$ cat config.mk
export PLATFORM = sky130hd
export DESIGN_NAME = bus_rr_scheduler
export DESIGN_NICKNAME = d
export VERILOG_FILES = /design/src/rtl/bus_rr_scheduler.sv
export SDC_FILE = /design/constraint.sdc
export NUM_CORES = 1
export LEC_CHECK = 0
export BUFFER_PORTS_ARGS = -buffer_cell sky130_fd_sc_hd__buf_2
export CAP_MARGIN = 20
export CELL_PAD_IN_SITES_DETAIL_PLACEMENT = 1
export CELL_PAD_IN_SITES_GLOBAL_PLACEMENT = 2
export CORE_MARGIN = 3
export CORE_UTILIZATION = 27
export CTS_CLUSTER_DIAMETER = 60
export DETAILED_ROUTE_END_ITERATION = 10
export GPL_TIMING_DRIVEN = 0
export PLACE_DENSITY_LB_ADDON = 0.15
export SYNTH_ARGS = -nofsm -noshare
export SYNTH_HDL_FRONTEND = slang
export SYNTH_SLANG_ARGS = --single-unit
export TNS_END_PERCENT = 50
$ cat constraint.sdc
create_clock -name clk_i -period 4.9 [get_ports clk_i]
set_input_delay 0.49 -clock clk_i [delete_from_list [all_inputs] [get_ports clk_i]]
set_output_delay 0.49 -clock clk_i [all_outputs]
set_load 0.01 [all_outputs]
$ cat src/rtl/bus_rr_scheduler.sv
// Round-robin scheduler moving one packet per 3 cycles from a source FIFO to its destination(s).
// Optional BUS_SCHED_STATS_EN builds the delivered/dropped packet counters.
module bus_rr_scheduler #(
  parameter int unsigned Drvrs     = 5,
  parameter int unsigned PckgSz    = 16,
  parameter logic [7:0]  Broadcast = 8'hFF
) (
  input  logic                     clk_i,
  input  logic                     reset_i,
  input  logic [Drvrs-1:0]         pndng_i,
  input  logic [Drvrs*PckgSz-1:0]  d_pop_i,
  output logic [Drvrs-1:0]         pop_o,
  output logic [Drvrs-1:0]         push_o,
  output logic [PckgSz-1:0]        d_push_o,
  output logic                     busy_o,
  output logic [15:0]              pkt_cnt_o,
  output logic [15:0]              drop_cnt_o
);

  localparam int unsigned IdxW = (Drvrs > 1) ? $clog2(Drvrs) : 1;

  typedef enum logic [1:0] {StIdle, StPop, StPush} state_e;

  state_e              state_q, state_d;
  logic [IdxW-1:0]     ptr_q, ptr_d;
  logic [IdxW-1:0]     grant_q, grant_d;
  logic [PckgSz-1:0]   pkt_q, pkt_d;
  logic [Drvrs-1:0]    push_q, push_d;
  logic [PckgSz-1:0]   d_push_q, d_push_d;

  logic                gnt_found;
  logic [IdxW-1:0]     gnt_idx;
  logic [IdxW:0]       cand;
  logic [7:0]          dest;
  logic [Drvrs-1:0]    mask;
  logic [IdxW-1:0]     next_ptr;

  // First pending requester at or after ptr, with wrap-around.
  always_comb begin
    gnt_found = 1'b0;
    gnt_idx   = '0;
    cand      = '0;
    for (int unsigned k = 0; k < Drvrs; k++) begin
      cand = {1'b0, ptr_q} + (IdxW+1)'(k);
      if (cand >= (IdxW+1)'(Drvrs)) begin
        cand = cand - (IdxW+1)'(Drvrs);
      end
      if (!gnt_found && pndng_i[cand[IdxW-1:0]]) begin
        gnt_found = 1'b1;
        gnt_idx   = cand[IdxW-1:0];
      end
    end
  end

  assign dest     = pkt_q[PckgSz-1 -: 8];
  assign next_ptr = (grant_q == IdxW'(Drvrs - 1)) ? '0 : grant_q + 1'b1;

  // Self-addressed and out-of-range destinations leave the mask empty (drop).
  always_comb begin
    mask = '0;
    if (dest == Broadcast) begin
      mask          = '1;
      mask[grant_q] = 1'b0;
    end else if ((dest < 8'(Drvrs)) && (dest != 8'(grant_q))) begin
      mask[dest[IdxW-1:0]] = 1'b1;
    end
  end

  always_comb begin
    state_d  = state_q;
    ptr_d    = ptr_q;
    grant_d  = grant_q;
    pkt_d    = pkt_q;
    push_d   = '0;
    d_push_d = d_push_q;
    pop_o    = '0;
    case (state_q)
      StIdle: begin
        // pop is combinational so the FIFO drops its head on the edge that latches it.
        if (gnt_found && !reset_i) begin
          pop_o[gnt_idx] = 1'b1;
          grant_d        = gnt_idx;
          pkt_d          = d_pop_i[gnt_idx*PckgSz +: PckgSz];
          state_d        = StPop;
        end
      end
      StPop: begin
        ptr_d    = next_ptr;
        push_d   = mask;
        d_push_d = pkt_q;
        state_d  = StPush;
      end
      StPush: begin
        state_d = StIdle;
      end
      default: begin
        state_d = StIdle;
      end
    endcase
  end

  always_ff @(posedge clk_i) begin
    if (reset_i) begin
      state_q  <= StIdle;
      ptr_q    <= '0;
      grant_q  <= '0;
      pkt_q    <= '0;
      push_q   <= '0;
      d_push_q <= '0;
    end else begin
      state_q  <= state_d;
      ptr_q    <= ptr_d;
      grant_q  <= grant_d;
      pkt_q    <= pkt_d;
      push_q   <= push_d;
      d_push_q <= d_push_d;
    end
  end

  assign push_o   = push_q;
  assign d_push_o = d_push_q;
  assign busy_o   = (state_q != StIdle);

`ifdef BUS_SCHED_STATS_EN
  logic [15:0] pkt_cnt_q, pkt_cnt_d;
  logic [15:0] drop_cnt_q, drop_cnt_d;

  always_comb begin
    pkt_cnt_d  = pkt_cnt_q;
    drop_cnt_d = drop_cnt_q;
    if ((state_q == StPop) && (mask == '0) && (drop_cnt_q != 16'hFFFF)) begin
      drop_cnt_d = drop_cnt_q + 16'd1;
    end
    if ((state_q == StPush) && (push_q != '0) && (pkt_cnt_q != 16'hFFFF)) begin
      pkt_cnt_d = pkt_cnt_q + 16'd1;
    end
  end

  always_ff @(posedge clk_i) begin
    if (reset_i) begin
      pkt_cnt_q  <= '0;
      drop_cnt_q <= '0;
    end else begin
      pkt_cnt_q  <= pkt_cnt_d;
      drop_cnt_q <= drop_cnt_d;
    end
  end

  assign pkt_cnt_o  = pkt_cnt_q;
  assign drop_cnt_o = drop_cnt_q;
`else
  assign pkt_cnt_o  = 16'h0000;
  assign drop_cnt_o = 16'h0000;
`endif

endmodule

Yosys cells after proc, flatten, opt, wreduce, memory -nomap -nowiden --
Index checks and enable logic that the tools add are counted.
Operators by class: shifts and indexed selects 1, mux-type cells 38, reductions and logical operators 18, $add $sub $neg 10, bitwise logic cells 2, equality and inequality tests 5, order comparisons 17
Operator list (count):
- 80-bit by 8-bit variable part select with 16-bit output | 1
- 3-bit 2-to-1 mux | 11
- 3-bit by 4-bit less-than comparator with 1-bit output (second input constant) | 8
- 5-bit 2-to-1 mux | 4
- 4-bit by 3-bit >= comparator with 1-bit output (second input constant) | 4
- 1-bit binary-select mux with 3-bit select | 5
- 3-bit subtractor (second input constant) | 5
- 1-bit 2-to-1 mux | 13
- 1-bit demux with 3-bit select | 3
- 3-bit by 1-bit >= comparator with 1-bit output (second input constant) | 3
- 1-bit logical AND | 9
- 3-bit by 2-bit adder with 4-bit output (second input constant) | 2
- 8-bit equality test (second input constant) | 1
- 8-bit by 3-bit less-than comparator with 1-bit output (second input constant) | 1
- 8-bit by 3-bit inequality test with 1-bit output | 1
- 1-bit zero test | 5
- 5-bit inverter | 1
- 3-bit by 1-bit adder with 4-bit output (second input constant) | 1
- 3-bit by 3-bit adder with 4-bit output (second input constant) | 1
- 2-bit one-hot mux with 2 select lines | 1
- 3-bit by 1-bit adder with 3-bit output (second input constant) | 1
- 3-bit equality test (second input constant) | 1
- 3-bit >= comparator (second input constant) | 1
- 2-bit by 1-bit equality test with 1-bit output (second input constant) | 1
- 7 further kinds | 7
Word-level totals: logic and storage cells 97, bits in registers 45, input port bits 87, output and inout bits 59

Longest topological paths before layout --
Gate-level depths: netlist of run 1.
depth in word-level cells 23, mapped depth 17, mapped depth without buffers 14

Least setup slack after synthesis of run 1 --
No wires, ideal clock.
path type register to output, start point reg ptr_q[0], end point out pop_o[2], data arrival time 3.566 ns, cell stages (with the launch flop) 15, buffers on the path 3, required time 4.410 ns, path slack 0.844 ns, cell sequence dfxtp_1 > buf_6 > inv_4 > ha_1 > inv_1 > fa_1 > nor2_2 > mux4_2 > o31a_1 > or3b_1 > a31o_1 > and2_1 > buf_2 > buf_6 > and3_1
Between the ends: cells in the longest elaborated chain, start to end 23, elaborated cells between the ends (all ways) 55, those cells by class add/sub: 9; order compare: 7; mux: 29; reduce/logical: 10
Ends and longest elaborated chain:
- start, declared | RTL line 25 | logic [IdxW-1:0] ptr_q, ptr_d;
- start signal, assigned | RTL line 112 | ptr_q <= ptr_d;
- branches (longest 21 deep; another with 3-bit by 1-bit adder with 4-bit output)
- 5-bit 2-to-1 mux (*) | RTL line 80 | if (gnt_found && !reset_i) begin
- 5-bit 2-to-1 mux (*) | RTL line 77 | case (state_q)
- end, declared | RTL line 12 | output logic [Drvrs-1:0] pop_o,
Every way passes the cells marked *. The select of a mux whose other input is x is not followed.

Worst setup path in the final report of run 1 --
start point reg ptr_q[0], end point out pop_o[3]
Same word-level chain as after synthesis.

==> impl_metrics.csv, run 1 <==
group,metric,value,unit
placement,pre_cts_slack,-106,ps
die,die_h,127,um
final_layout,antenna_cells,0,
routing,dr.pass1.iters,4,
timing,whs,456,ps
synth,synth_top_cell_by_area,"dfxtp_1",
power_and_ir_drop,pwr-share-clk,10.6,%
synth,ys_top_cells_by_area,"dfxtp_1 (23%), and3_1 (6.4%), a21oi_1 (6.3%), a21boi_0 (6.2%), buf_4 (6.2%)",
setup_path,required,4410,ps
cts,clockBufferDepth,2,
timing,slew_headroom,55.2,%
power_and_ir_drop,p_sw_share,52.0,%
global_routing,gr-total-overflow,0,
cts,cts_tree,"done",
run,maxCapViolations,0,
synth,yosys-top-cells-count,"nand2_1 (52), a21oi_1 (50), dfxtp_1 (45)",
cts,clkLatencyLatePin,290,ps
global_routing,use_met1,24.9,%
global_routing,gr-usage-met3,3.51,%
final_layout,post-route-util,36.6,%
global_routing,grt_util_met2,27.9,%
global_routing,grt_pass1_wl,23400,um
die,die_w,127,um
placement,gp_congestion,0.884,
routing,via_per_inst,5.02,
synth,netlist_area,0.00398,mm^2
synth,yosys_warnings,0,
setup_path,critPathArrivalTime,4230,ps
power_and_ir_drop,intPower,1.99,mW
power_and_ir_drop,p_leak,2.36,nW
setup_path,cp-start-kind,"flop",
power_and_ir_drop,seqPwrFrac,13.5,%
timing,tns,0,ps
cts,clockRootBuffer,"clkbuf_16",
power_and_ir_drop,p_sw,2.15,mW
final_layout,nNetsFinal,788,
final_layout,drive_gt1_share,29.1,%
setup_path,path_max_fanout,11,
hold_path,hp-class,"flop to flop",
die,fp-row-count,43,
die,die-area,0.0162,mm^2
global_routing,grt_max_degree,20,
final_layout,syn_to_final_growth,30.2,%
power_and_ir_drop,pwr-share-comb,75.9,%
setup_path,rrSetupSlack,620,ps
synth,ys_ff_latch,45,
routing,finalWirelength,14900,um
timing,fin_crit,4720,ps
setup_path,timing.rr.start,"ptr_q[0]",
cts,cts_hold_buf,0,
timing,slew_viol_final,0,
die,num_io_pins,146,
synth,synthCells,535,
cts,cts_sinks,45,
power_and_ir_drop,ir_drop,0.264,mV
timing,fin_skew,7.88,ps
synth,synth_edf_count,0,
synth,synth_seq_area_share,22.6,%
routing,wl_per_cell,17.1,um
setup_path,cp-end-kind,"output pin",
placement,io_buffer_count,113,
cts,cts_made_buffers,5,
die,initial_core_util,28.1,%
setup_path,r2r_cells,15,
synth,synth_top_area_share,22.6,%
synth,yosysMostFrequentCell,"nand2_1",
setup_path,worstSetupPathType,"flop to output pin",
die,coreArea,0.0141,mm^2
synth,ys_types,70,
setup_path,crit_start,"ptr_q[0]",
synth,synth_area_per_cell,7.44,um^2
routing,first_iter_violations,247,
timing,post-route-period-util,96.2,%
routing,drc,0,
timing,finalHoldViolCount,0,
global_routing,grt_pass1_vias,4507,
cts,htree_levels,2,
timing,fin_ws,185,ps
timing,setup_viol,0,
routing,ant_nets,0,
placement,place_hpwl,11900,um
synth,synthArstFlopShare,0,%
power_and_ir_drop,powerDensity,800,mW/mm^2
timing,worst_pin_slew,655,ps
final_layout,fillers,1788,
cts,cts.reportedPaths.clkPinSlew,70,ps
synth,synthFlopType,"dfxtp_1",
global_routing,groute.usage.overall,17.7,%
final_layout,regArea,906,um^2
run_status,outcome,"completed",
global_routing,grt-busiest-layer,"met2",
global_routing,antenna_found_initial,1,
setup_path,cp-endpoint,"pop_o[3]",
setup_path,r2r-end,"pkt_q[14]",
timing,max_freq,212,MHz
final_layout,multi_input_area,0.00276,mm^2
timing,rsz0062_at_grt,"no",
routing,vias,4370,
==> metrics by stage <==
step | std cells | total power, mW | area (um^2)
floorplan | 566 | 2.74 | 4100
global placement | 859 | 3.53 | 4890
detailed placement | 859 | 3.58 | 4890
CTS | 866 | 4.08 | 5110
global route | 871 | 4.53 | 5180
finish | 871 | 4.15 | 5180
==> critical path, stage by stage, from the launching register on <==
cell,delay (ps)
dfxtp_2,390
buf_6,170
inv_4,130
ha_1,190
inv_1,60
fa_2,410
nor2_4,200
mux4_2,530
o31a_1,400
or3b_1,410
a31o_1,260
and2_1,140
buf_2,190
buf_6,160
and3_1,140
buf_2,130
==> state kept, by name, indices dropped and copies added, names as in the netlist <==
| signal | cells |
|---|---|
| ptr_q | 3 |
| state_q | 2 |
| d_push_o | 16 |
| push_o | 5 |
| pkt_q | 16 |
| grant_q | 3 |
==> logic make-up after synthesis <==
family / count (synthesis) / synth area share (%)
AO/OA/AOI/OAI: 202 / 33.1
AND/OR/NAND/NOR: 176 / 23.1
buffers and inverters: 84 / 12.1
flip-flops: 45 / 22.6
adder cells (fa/ha/maj): 11 / 3.65
multiplexers: 10 / 4.03
XOR/XNOR: 6 / 1.32
other: 1 / 0.0942
==> worst min-delay path by stage <==
stage	from	to	slack, ps	depth (start not counted)
6_report	d_push_o[11]	d_push_o[11]	460	2
5_1_grt	d_push_o[11]	d_push_o[11]	470	2
4_1_cts	d_push_o[10]	d_push_o[10]	460	2
3_5_place_dp	d_push_o[11]	d_push_o[11]	450	2
3_3_place_gp	d_push_o[6]	d_push_o[6]	440	2
2_1_floorplan	pkt_q[0]	d_push_o[0]	430	2
==> power by group through the flow <==
stage | clock (mW) | combinational, mW | sequential (mW)
after floorplan | 0 | 2.19 | 0.548
after global placement | 0 | 2.98 | 0.558
final | 0.440 | 3.15 | 0.560
after detailed placement | 0 | 3.01 | 0.564
after global routing | 0.466 | 3.49 | 0.575
after CTS | 0.450 | 3.07 | 0.557
==> final cells by class <==
cell class	instances	area share, %
multi-input combinational	437	53.3
sequential	45	17.5
timing repair buffer	119	11.8
buffer	71	8.36
tap	180	4.35
clock buffer	5	2.42
clock inverter	3	1.33
inverter	11	0.918
==> metal layers <==
metal | vias up | wire length, um | share of wire, %
met5 | - | 13 | 0.087
met4 | 2 | 172 | 1.2
met3 | 13 | 866 | 5.8
met2 | 123 | 6720 | 45
met1 | 2034 | 7160 | 48
li1 | 2198 | - | -
==> placed cells by master, fill, tap and decap left out, types with 6 or more instances in the layout <==
cell	count
o21bai_1	16
a21boi_0	33
o21ai_1	34
dfxtp_1	43
nor2_1	22
nor3_1	12
buf_4	40
inv_1	9
nand2_1	52
nand3_1	9
a21oi_1	49
ha_1	10
buf_2	125
o21ai_0	8
clkbuf_1	20
xnor2_1	6
a31oi_1	21
conb_1	32
and3_1	41
==> what timing repair did <==
action                                  4_1_cts  5_1_grt
endpoints found under the setup margin        5        5
buffers inserted                              1        5
gates resized for setup                       7        9
cloned                                        0        0
Power figures use the tool's default switching activity.
==> run 2: changes to the inputs <==
- CORE_MARGIN: 3 -> unset
- CTS_BUF_LIST: unset -> sky130_fd_sc_hd__clkbuf_16
==> impl_metrics.csv, run 2 (same netlist as run 1, synthesis figures left out) <==
group,metric,value,unit
timing,worst_pin_slew,625,ps
placement,pre_cts_slack,-202,ps
timing,fin_skew,8.33,ps
timing,slew_headroom,57.3,%
cts,clockRootBuffer,"clkbuf_16",
final_layout,final_cells,866,
global_routing,grt_pass1_vias,4369,
timing,tns,0,ps
placement,gp_congestion,0.852,
power_and_ir_drop,p_total,4.01,mW
placement,place_hpwl,11700,um
routing,wl_per_cell,16.7,um
placement,dp_cells,859,
final_layout,final_common_cell,"buf_2",
die,die_h,123,um
routing,dr.pass1.iters,4,
die,die_w,123,um
timing,fin_ws,183,ps
cts,clkLatencyLatePin,290,ps
routing,finalWirelength,14500,um
timing,post-route-period-util,96.3,%
run_status,outcome,"completed",
power_and_ir_drop,ir_drop,0.241,mV
timing,whs,451,ps
die,num_io_pins,146,
cts,cts_made_buffers,5,
setup_path,path_max_fanout,11,
global_routing,grt_max_degree,20,
cts,htree_levels,2,
timing,setup_viol,0,
cts,cts_sinks,45,
timing,slew_viol_final,0,
cts,cts_tree,"done",
cts,cts_hold_buf,0,
routing,via_per_inst,5.03,
routing,first_iter_violations,162,
setup_path,cp-end-kind,"output pin",
timing,finalHoldViolCount,0,
placement,placed_cell_area,0.00489,mm^2
final_layout,antenna_cells,0,
final_layout,syn_to_final_growth,27.9,%
global_routing,gr-total-overflow,0,
global_routing,groute.usage.overall,19.2,%
routing,drc,0,
die,initial_core_util,28.1,%
run,maxCapViolations,0,
final_layout,post-route-util,36.0,%
placement,io_buffer_count,113,
final_layout,final_cell_mix,"buf_2 (126), nand2_1 (52), a21oi_1 (49), dfxtp_1 (43), and3_1 (41)",
setup_path,critPathArrivalTime,4230,ps
final_layout,drive_gt1_share,28.3,%
global_routing,antenna_found_initial,0,
global_routing,grt_pass1_wl,22700,um
final_layout,final_cell_area,0.00509,mm^2
setup_path,required,4410,ps
die,fp-row-count,43,
setup_path,worstSetupPathType,"flop to output pin",
cts,cts.reportedPaths.clkPinSlew,70,ps
setup_path,cp-start-kind,"flop",
power_and_ir_drop,p_leak,2.31,nW
hold_path,hp-class,"flop to flop",
timing,rsz0062_at_grt,"yes",
power_and_ir_drop,powerDensity,789,mW/mm^2
cts,clockBufferDepth,2,
die,coreArea,0.0141,mm^2
timing,fin_crit,4720,ps
die,die-area,0.0152,mm^2
routing,vias,4360,
routing,ant_nets,0,
timing,max_freq,212,MHz
final_layout,nNetsFinal,783,
## run 2: changes by cell type in the layout (fill, tap and decap cells not counted), sizes merged
cell | before | now
buf | 169 | 164
clkinv | 0 | 1
inv | 11 | 12
bufinv | 2 | 0
## run 2: path summary, 6_finish.rpt
check                                  from          end  slack (ps)  cells after the start
worst max-delay path               ptr_q[1]     pop_o[2]         180                     13
worst min register to register  d_push_o[8]  d_push_o[8]         450                      2
worst max register to register     ptr_q[1]    pkt_q[12]         590                     13
worst min-delay path            d_push_o[8]  d_push_o[8]         450                      2
## run 2: routing by layer
metal	GRT usage [%]	vias up	wire (um)
li1	-	2188	-
met2	31.6	104	6800
met3	3.23	4	693
met1	26.2	2064	6910
met4	3.77	0	65
met5	0	-	0
## run 2: power breakdown
| part | total, mW | leakage (nW) | internal, mW | switching [mW] |
|---|---|---|---|---|
| sequential | 0.560 | 0.370 | 0.474 | 0.0862 |
| combinational | 3.11 | 1.87 | 1.20 | 1.92 |
| clock | 0.340 | 0.0702 | 0.190 | 0.150 |
| total | 4.01 | 2.31 | 1.86 | 2.15 |
## run 2: area by class of cell
type | instances | area [um^2]
Fill cell | 1831 | 9060
Multi-Input combinational cell | 437 | 2770
Sequential cell | 45 | 903
Timing Repair Buffer | 114 | 573
Buffer | 71 | 430
Tap cell | 180 | 225
Clock buffer | 5 | 125
Inverter | 11 | 43.8
Clock inverter | 3 | 21.3
## run 2: repair_timing
item	4_1_cts	5_1_grt
endpoints found under the setup margin	5	5
pin swaps	0	1
resized for setup	6	7
setup buffers	0	1
## run 2: worst max-delay path: stages (launching register included)
cell and delay [ps]:
dfxtp_2 500, inv_1 240, ha_1 400, and2b_1 250, nor2_4 170, mux4_2 520, o31a_1 390, or3b_1 410
a31o_1 270, and2_1 150, buf_2 190, buf_6 160, and3_1 140, buf_2 130
==> run 3: changes to the inputs <==
- RECOVER_POWER: unset -> 25
- SKIP_LAST_GASP: unset -> 1
==> impl_metrics.csv, run 3 (same netlist as run 1, synthesis figures left out) <==
group,metric,value,unit
cts,cts_hold_buf,0,
timing,max_freq,212,MHz
final_layout,syn_to_final_growth,27.1,%
timing,worst_pin_slew,625,ps
timing,fin_skew,7.90,ps
final_layout,final_cell_area,0.00506,mm^2
run_status,outcome,"completed",
timing,slew_viol_final,0,
routing,wl_per_cell,16.7,um
power_and_ir_drop,p_leak,2.24,nW
die,coreArea,0.0141,mm^2
timing,fin_ws,172,ps
timing,post-route-period-util,96.5,%
setup_path,cp-end-kind,"output pin",
global_routing,grt_pass1_wl,22700,um
final_layout,final_cells,866,
final_layout,regArea,903,um^2
cts,cts_sinks,45,
routing,finalWirelength,14500,um
routing,first_iter_violations,185,
die,die_w,123,um
global_routing,grt_max_degree,20,
die,fp-row-count,43,
cts,clockBufferDepth,2,
power_and_ir_drop,powerDensity,792,mW/mm^2
timing,fin_crit,4730,ps
run,maxCapViolations,0,
final_layout,final_common_cell,"buf_2",
final_layout,drive_gt1_share,25.9,%
hold_path,hp-class,"flop to flop",
die,die_h,123,um
global_routing,gr-usage-met3,3.23,%
timing,slew_headroom,57.3,%
timing,whs,451,ps
cts,clockRootBuffer,"clkbuf_16",
routing,ant_nets,0,
placement,dp_cells,859,
cts,cts.reportedPaths.clkPinSlew,70,ps
global_routing,grt_util_met2,31.6,%
die,initial_core_util,28.1,%
routing,dr.pass1.iters,4,
global_routing,groute.usage.overall,19.2,%
global_routing,grt-busiest-layer,"met2",
global_routing,use_met1,26.2,%
routing,vias,4336,
setup_path,required,4410,ps
placement,place_hpwl,11700,um
final_layout,multi_input_area,0.00276,mm^2
timing,rsz0062_at_grt,"yes",
cts,cts_tree,"done",
final_layout,nNetsFinal,783,
routing,drc,0,
timing,finalHoldViolCount,0,
placement,gp_congestion,0.852,
power_and_ir_drop,ir_drop,0.240,mV
global_routing,gr-total-overflow,0,
setup_path,worstSetupPathType,"flop to output pin",
final_layout,final_cell_mix,"buf_2 (110), nand2_1 (52), a21oi_1 (49), dfxtp_1 (43), and3_1 (41)",
global_routing,antenna_found_initial,0,
die,num_io_pins,146,
routing,via_per_inst,5.01,
setup_path,path_max_fanout,11,
final_layout,antenna_cells,0,
timing,tns,0,ps
setup_path,cp-start-kind,"flop",
power_and_ir_drop,p_total,4.01,mW
cts,clkLatencyLatePin,290,ps
placement,io_buffer_count,113,
global_routing,grt_pass1_vias,4369,
final_layout,post-route-util,35.7,%
placement,pre_cts_slack,-202,ps
placement,placed_cell_area,0.00489,mm^2
cts,htree_levels,2,
timing,setup_viol,0,
final_layout,fillers,1832,
die,die-area,0.0152,mm^2
cts,cts_made_buffers,5,
setup_path,critPathArrivalTime,4240,ps
==> run 3: area by class of cell <==
cell class / instances / area share (%)
clock buffer: 5 / 2.47
tap: 180 / 4.45
buffer: 71 / 8.51
clock inverter: 3 / 0.421
inverter: 11 / 0.866
multi-input combinational: 437 / 54.5
timing repair buffer: 114 / 10.9
sequential: 45 / 17.9
==> run 3: worst paths after layout <==
path | start | end | slack, ps | cells after the start
worst max-delay path | ptr_q[1] | pop_o[2] | 170 | 13
worst min-delay path | d_push_o[8] | d_push_o[8] | 450 | 2
worst max register to register | ptr_q[1] | pkt_q[12] | 570 | 13
worst min register to register | d_push_o[8] | d_push_o[8] | 450 | 2
==> run 3: report_power, final <==
group          switching (mW)  internal (mW)  total (mW)
Sequential             0.0863          0.474       0.560
Clock                   0.151          0.190       0.341
Combinational            1.92           1.19        3.11
Total                    2.15           1.86        4.01
==> run 3: per-layer routing <==
| metal | vias up | wire, um |
|---|---|---|
| li1 | 2192 | - |
| met1 | 2042 | 6970 |
| met2 | 97 | 6800 |
| met3 | 5 | 643 |
| met4 | 0 | 70 |
| met5 | - | 0 |
==> run 3: worst max-delay path, cell delays in order (launching register included) <==
cell	delay [ps]
dfxtp_2	510
inv_1	240
ha_1	400
and2b_1	250
nor2_4	170
mux4_2	530
o31a_1	390
or3b_1	400
a31o_1	270
and2_1	150
buf_2	190
buf_6	160
and3_1	140
buf_2	130
==> run 3: timing repair <==
item,CTS,global route
setup endpoints to repair,5,5
pin swaps,0,0
gates resized for setup,6,6
setup buffers,0,1
